### config.mk
export PLATFORM = sky130hd
export DESIGN_NAME = uart_rx_cfg_bd
export DESIGN_NICKNAME = d
export VERILOG_FILES = /design/src/rtl/uart_rx_cfg_bd.sv
export SDC_FILE = /design/constraint.sdc
export NUM_CORES = 1
export LEC_CHECK = 0
export ABC_AREA = 1
export BUFFER_PORTS_ARGS = -buffer_cell sky130_fd_sc_hd__buf_2
export CAP_MARGIN = 10
export CORE_MARGIN = 3
export CORE_UTILIZATION = 41
export DETAILED_ROUTE_END_ITERATION = 10
export GPL_TIMING_DRIVEN = 0
export PLACE_DENSITY_LB_ADDON = 0.15
export SYNTH_ARGS = -nofsm -noshare
export SYNTH_HDL_FRONTEND = slang
export SYNTH_SLANG_ARGS = --single-unit
export TNS_END_PERCENT = 100
### constraint.sdc
create_clock -name clk -period 5.6 [get_ports clk]
set_clock_uncertainty 0.15 [all_clocks]
set_input_delay 0.84 -clock clk [delete_from_list [all_inputs] [get_ports clk]]
set_output_delay 0.84 -clock clk [all_outputs]
set_load 0.05 [all_outputs]
### src/rtl/uart_rx_cfg_bd.sv
// rtl/uart_rx_cfg_bd.sv - UART receiver, runtime baud divisor; UART_RX_FRM_CHK_EN adds the stop-bit frm_err flag
module uart_rx_cfg_bd (
    input  logic        clk,
    input  logic        rst_n,
    input  logic        RX,
    input  logic [15:0] baud,
    input  logic        clr_rdy,
    output logic [7:0]  rx_data,
    output logic        rdy
`ifdef UART_RX_FRM_CHK_EN
    ,
    output logic        frm_err
`endif
);

    typedef enum logic [1:0] {IDLE, START, DATA, STOP} state_t;

    state_t      state_q;
    logic        rx_meta_q;
    logic        rx_s_q;
    logic [15:0] cnt_q;
    logic [2:0]  bit_q;
    logic [7:0]  shift_q;
    logic        done_q;
    logic [7:0]  rx_data_q;
    logic        rdy_q;
`ifdef UART_RX_FRM_CHK_EN
    logic        stop_bad_q;
    logic        frm_q;
`endif

    logic [15:0] cnt_d;
    logic [15:0] half_baud;

    // cnt_q trails the cycles elapsed since start detect by one, so the
    // start-bit test looks at the incremented value
    assign cnt_d     = cnt_q + 16'd1;
    assign half_baud = {1'b0, baud[15:1]};

    always_ff @(posedge clk or negedge rst_n) begin
        if (!rst_n) begin
            state_q    <= IDLE;
            rx_meta_q  <= 1'b1;
            rx_s_q     <= 1'b1;
            cnt_q      <= 16'd0;
            bit_q      <= 3'd0;
            shift_q    <= 8'h00;
            done_q     <= 1'b0;
            rx_data_q  <= 8'h00;
            rdy_q      <= 1'b0;
`ifdef UART_RX_FRM_CHK_EN
            stop_bad_q <= 1'b0;
            frm_q      <= 1'b0;
`endif
        end else begin
            rx_meta_q <= RX;
            rx_s_q    <= rx_meta_q;

            if (clr_rdy) begin
                rdy_q <= 1'b0;
`ifdef UART_RX_FRM_CHK_EN
                frm_q <= 1'b0;
`endif
            end

            // Byte hand-off one clock after the stop sample; overrides clr_rdy
            if (done_q) begin
                done_q    <= 1'b0;
                rx_data_q <= shift_q;
                rdy_q     <= 1'b1;
`ifdef UART_RX_FRM_CHK_EN
                frm_q     <= stop_bad_q;
`endif
            end

            case (state_q)
                IDLE: begin
                    if (!rx_s_q) begin
                        state_q <= START;
                        cnt_q   <= 16'd0;
                        bit_q   <= 3'd0;
                        rdy_q   <= 1'b0;
`ifdef UART_RX_FRM_CHK_EN
                        frm_q   <= 1'b0;
`endif
                    end
                end
                START: begin
                    if (cnt_d == half_baud) begin
                        cnt_q   <= 16'd0;
                        state_q <= rx_s_q ? IDLE : DATA;
                    end else begin
                        cnt_q <= cnt_d;
                    end
                end
                DATA: begin
                    if (cnt_q == baud) begin
                        cnt_q   <= 16'd0;
                        shift_q <= {rx_s_q, shift_q[7:1]};
                        bit_q   <= bit_q + 3'd1;
                        if (bit_q == 3'd7) begin
                            state_q <= STOP;
                        end
                    end else begin
                        cnt_q <= cnt_d;
                    end
                end
                STOP: begin
                    // Leaving here mid stop bit lets a back-to-back start be caught
                    if (cnt_q == baud) begin
                        cnt_q   <= 16'd0;
                        done_q  <= 1'b1;
                        state_q <= IDLE;
`ifdef UART_RX_FRM_CHK_EN
                        stop_bad_q <= ~rx_s_q;
`endif
                    end else begin
                        cnt_q <= cnt_d;
                    end
                end
                default: state_q <= IDLE;
            endcase
        end
    end

    assign rx_data = rx_data_q;
    assign rdy     = rdy_q;
`ifdef UART_RX_FRM_CHK_EN
    assign frm_err = frm_q;
`endif

endmodule

==> results by group <==
Floorplan
  • Placeable Area: 0.006495 mm²
  • Row cnt: 29
  • Die area: about 0.0079 mm²
  • Initial Util: 0.4348
  • Top Ports: 29
  • Die width: 88.99 µm
  • Die Height: 88.99 µm

Worst setup path
  • Reg-to-Reg End: cnt_q[9]$_DFFE_PN0P_
  • Setup crit end kind: flip-flop
  • Crit path kind: reg2reg
  • Flop2flop setup slack: 3.02 ns
  • Worst setup path end: cnt_q[9]$_DFFE_PN0P_
  • Data arrival, critical path: approximately 2.6 ns
  • Crit start category: flip-flop
  • Crit path launch: cnt_q[0]$_DFFE_PN0P_
  • Worst Reg-to-Reg Cells: 13
  • Critical Path RT: 5.64 ns
  • R2r startpoint: cnt_q[0]$_DFFE_PN0P_
  • Worst-path fanout max: 10

Min path
  • Cell depth of the worst hold path: 0
  • Worst Hold Class: reg2reg

Drt
  • Vias per cell: approximately 5.4
  • Final wirelength: about 7400 µm
  • DRT antenna net count: 0
  • DRC violations left: 0
  • First-pass DRT Iterations: 5
  • Via count: 2841
  • Drt wl/cell: 14.00 µm
  • Initial drt markers: 263

Global routing
  • Pin count of the biggest net entering global routing: 42
  • Vias in the first global route: 2427
  • Global-route wire length before repair: roughly 12000 µm
  • GRT Total Usage: 0.1904
  • Initial antenna violation count: 0
  • Grt ovf: 0

Synth
  • Most frequent cells after synthesis: nand2_1, nand3_1, inv_1
  • Share of Yosys cell area claimed by the top area cell type: 0.3456
  • Top_reg_cell synth: dfrtp_1
  • Net count after synthesis: 440
  • Post-Syn Area: ~0.0028 mm²
  • Synthesis-stage register bit count: 41
  • Top-count cell post-synth: nand2_1
  • Netlist cell types: 31
  • Async SR Flop Fraction: 1.000
  • Seq/Total Area, Yosys: 0.3642
  • EDFF count, synth: 0
  • Yosys warns: 0
  • Cell accounting for the most synthesized area: dfrtp_1
  • Synth top area cells: dfrtp_1, nand2_1, nand3_1, inv_1, nand4_1
  • Post-Syn Area per Cell: 6.772 µm²
  • Gate Count Post-Synth: 417

Timing
  • Peak Freq: between 300 and 400 MHz
  • Final TNS setup: 0 ns
  • Unrepaired setup endpoints after global routing: false
  • Worst slew margin: 0.3692
  • Setup WS post-layout: roughly 3.0 ns
  • Slew @ Worst Pin: 0.9462 ns
  • Final period utilization: 0.4609
  • Final setup fails: 0
  • Fin. max-slew vios: 0
  • Final hold violations: 0
  • Final min period: 2.581 ns

Cells and area
  • Fillers: between 600 and 700
  • Antenna Cells: 0
  • Share of layout cells above drive strength 1: 0.1501
  • Layout Nets: between 400 and 500
  • Area delta synth->final: 13.25%

Clock network
  • Post-CTS Resized: 0
  • CTS root buf: clkbuf_8
  • Post-CTS Hold Buffers: 0
  • Sink Count: 41
  • Setup repair bufs after CTS: 0
  • Reg clk slew, reported paths: about 0.090 ns
  • Clock buffer depth: 2
  • # H-tree levels: 2
  • TritonCTS clock tree: done
  • Clk_lat worst skew: 0.30 ns
  • TritonCTS buffer count: 5

Placement
  • I/O Buffers: 28
  • Worst slack, placed: 2.777 ns
  • Final RePlAce weighted congestion: 0.9082
  • HPWL after DPL: 5566 µm

Pwr
  • VDD IR-drop max: 0.00009931 V
  • Pwr Total: 0.9661 mW
  • Pwr/cell area: approximately 300 mW/mm²
  • P_leak: 1.664 nW

Run status
  • Status: complete, no violations

Job
  • Max-Cap Viols: 0
registers in the layout (all words and copies together), names as in the netlist, named ones only:
name / flops
rdy: 1
rx_data: 8
rx_meta_q: 1
rx_s_q: 1
shift_q: 8
cnt_q: 16
state_q: 1
bit_q: 3
done_q: 1
per-stage QoR:
stage | instance area [µm²] | util | hold WS (ns) | cells
finish | 3198 | 0.4924 | 0.2120 | 530
global placement | 3060 | 0.4712 | 0.1958 | 522
floorplan | 2824 | - | 0.1952 | 417
global route | 3198 | 0.4924 | 0.2171 | 530
detailed placement | 3060 | 0.4712 | 0.2023 | 522
CTS | 3198 | 0.4924 | 0.2149 | 530
routing by layer:
metal  global-route usage  share of wire
met5                    0              0
met1               0.2764           0.48
met2               0.2982           0.45
met4              0.03924          0.010
met3              0.03502          0.054
power by group:
part | total, mW | internal (mW) | switching (mW)
clock | 0.295 | 0.180 | 0.116
combinational | 0.313 | 0.0968 | 0.216
sequential | 0.358 | 0.322 | 0.0360
layout make-up:
cell class              count  area, µm²  area share
plain buffers               8      40.04     0.01252
clock buffers               5      68.82     0.02152
clock inverters             3      68.82     0.02152
inverters                  56      210.2     0.06573
multi-input cells         312       1545      0.4832
flip-flops and latches     41       1028      0.3216
well taps                  77      96.34     0.03013
repair buffers             28      140.1     0.04382
how the worst min path moves through the flow:
stage / start / to / slack [ns]
finish: rx_meta_q$_DFF_PN1_ / rx_s_q$_DFF_PN1_ / 0.21
global route: rx_meta_q$_DFF_PN1_ / rx_s_q$_DFF_PN1_ / 0.22
CTS: rx_meta_q$_DFF_PN1_ / rx_s_q$_DFF_PN1_ / 0.21
detailed placement: rx_meta_q$_DFF_PN1_ / rx_s_q$_DFF_PN1_ / 0.20
global placement: rx_meta_q$_DFF_PN1_ / rx_s_q$_DFF_PN1_ / 0.20
floorplan: rx_meta_q$_DFF_PN1_ / rx_s_q$_DFF_PN1_ / 0.20
cells in the final DEF (no fill, tap or decap):
cell type and n:
clkbuf_1 5, nor4_1 1, a21oi_2 1, buf_6 1, dfstp_2 2, inv_1 52
nand2_1 134, mux2_2 4, nand4_1 18, bufinv_16 2, o21ai_1 2, o221ai_1 1
nor2_1 28, o21ai_0 8, ha_1 3, nor3_1 2, dfrtp_1 39, o31ai_1 1
xnor2_1 2, inv_6 1, nor2b_1 1, nand3_2 8, and2_1 1, clkinv_1 1
nor2_4 5, clkbuf_8 5, o21bai_1 1, a21oi_1 7, nand3_1 78, nor4_2 1
nor3_2 2, buf_2 30, inv_2 3, nand2_2 3
logic make-up (layout without fill, tap and decap cells):
family | count (synthesis) | in the layout | synth area share
AOI/OAI and AO/OA | 21 | 21 | 0.04165
DFF | 41 | 41 | 0.3642
xor gates and xnor gates | 2 | 2 | 0.006204
muxes | 4 | 4 | 0.01595
and+or+nand+nor | 282 | 282 | 0.4701
buffers and inverters | 64 | 100 | 0.08861
adders and majority gates | 3 | 3 | 0.01329
critical path, stage by stage (launching register included):
cell and delay [ns]:
dfrtp_1 0.48, ha_1 0.25, nand2_1 0.15, nor2_4 0.27
nand2_1 0.12, nand2_1 0.09, nand3_1 0.07, nand2_1 0.09
nand3_1 0.09, nor3_2 0.17, nand3_2 0.18, buf_6 0.21
nand3_1 0.08, nand3_1 0.07
(Power assumes the default switching activity.)
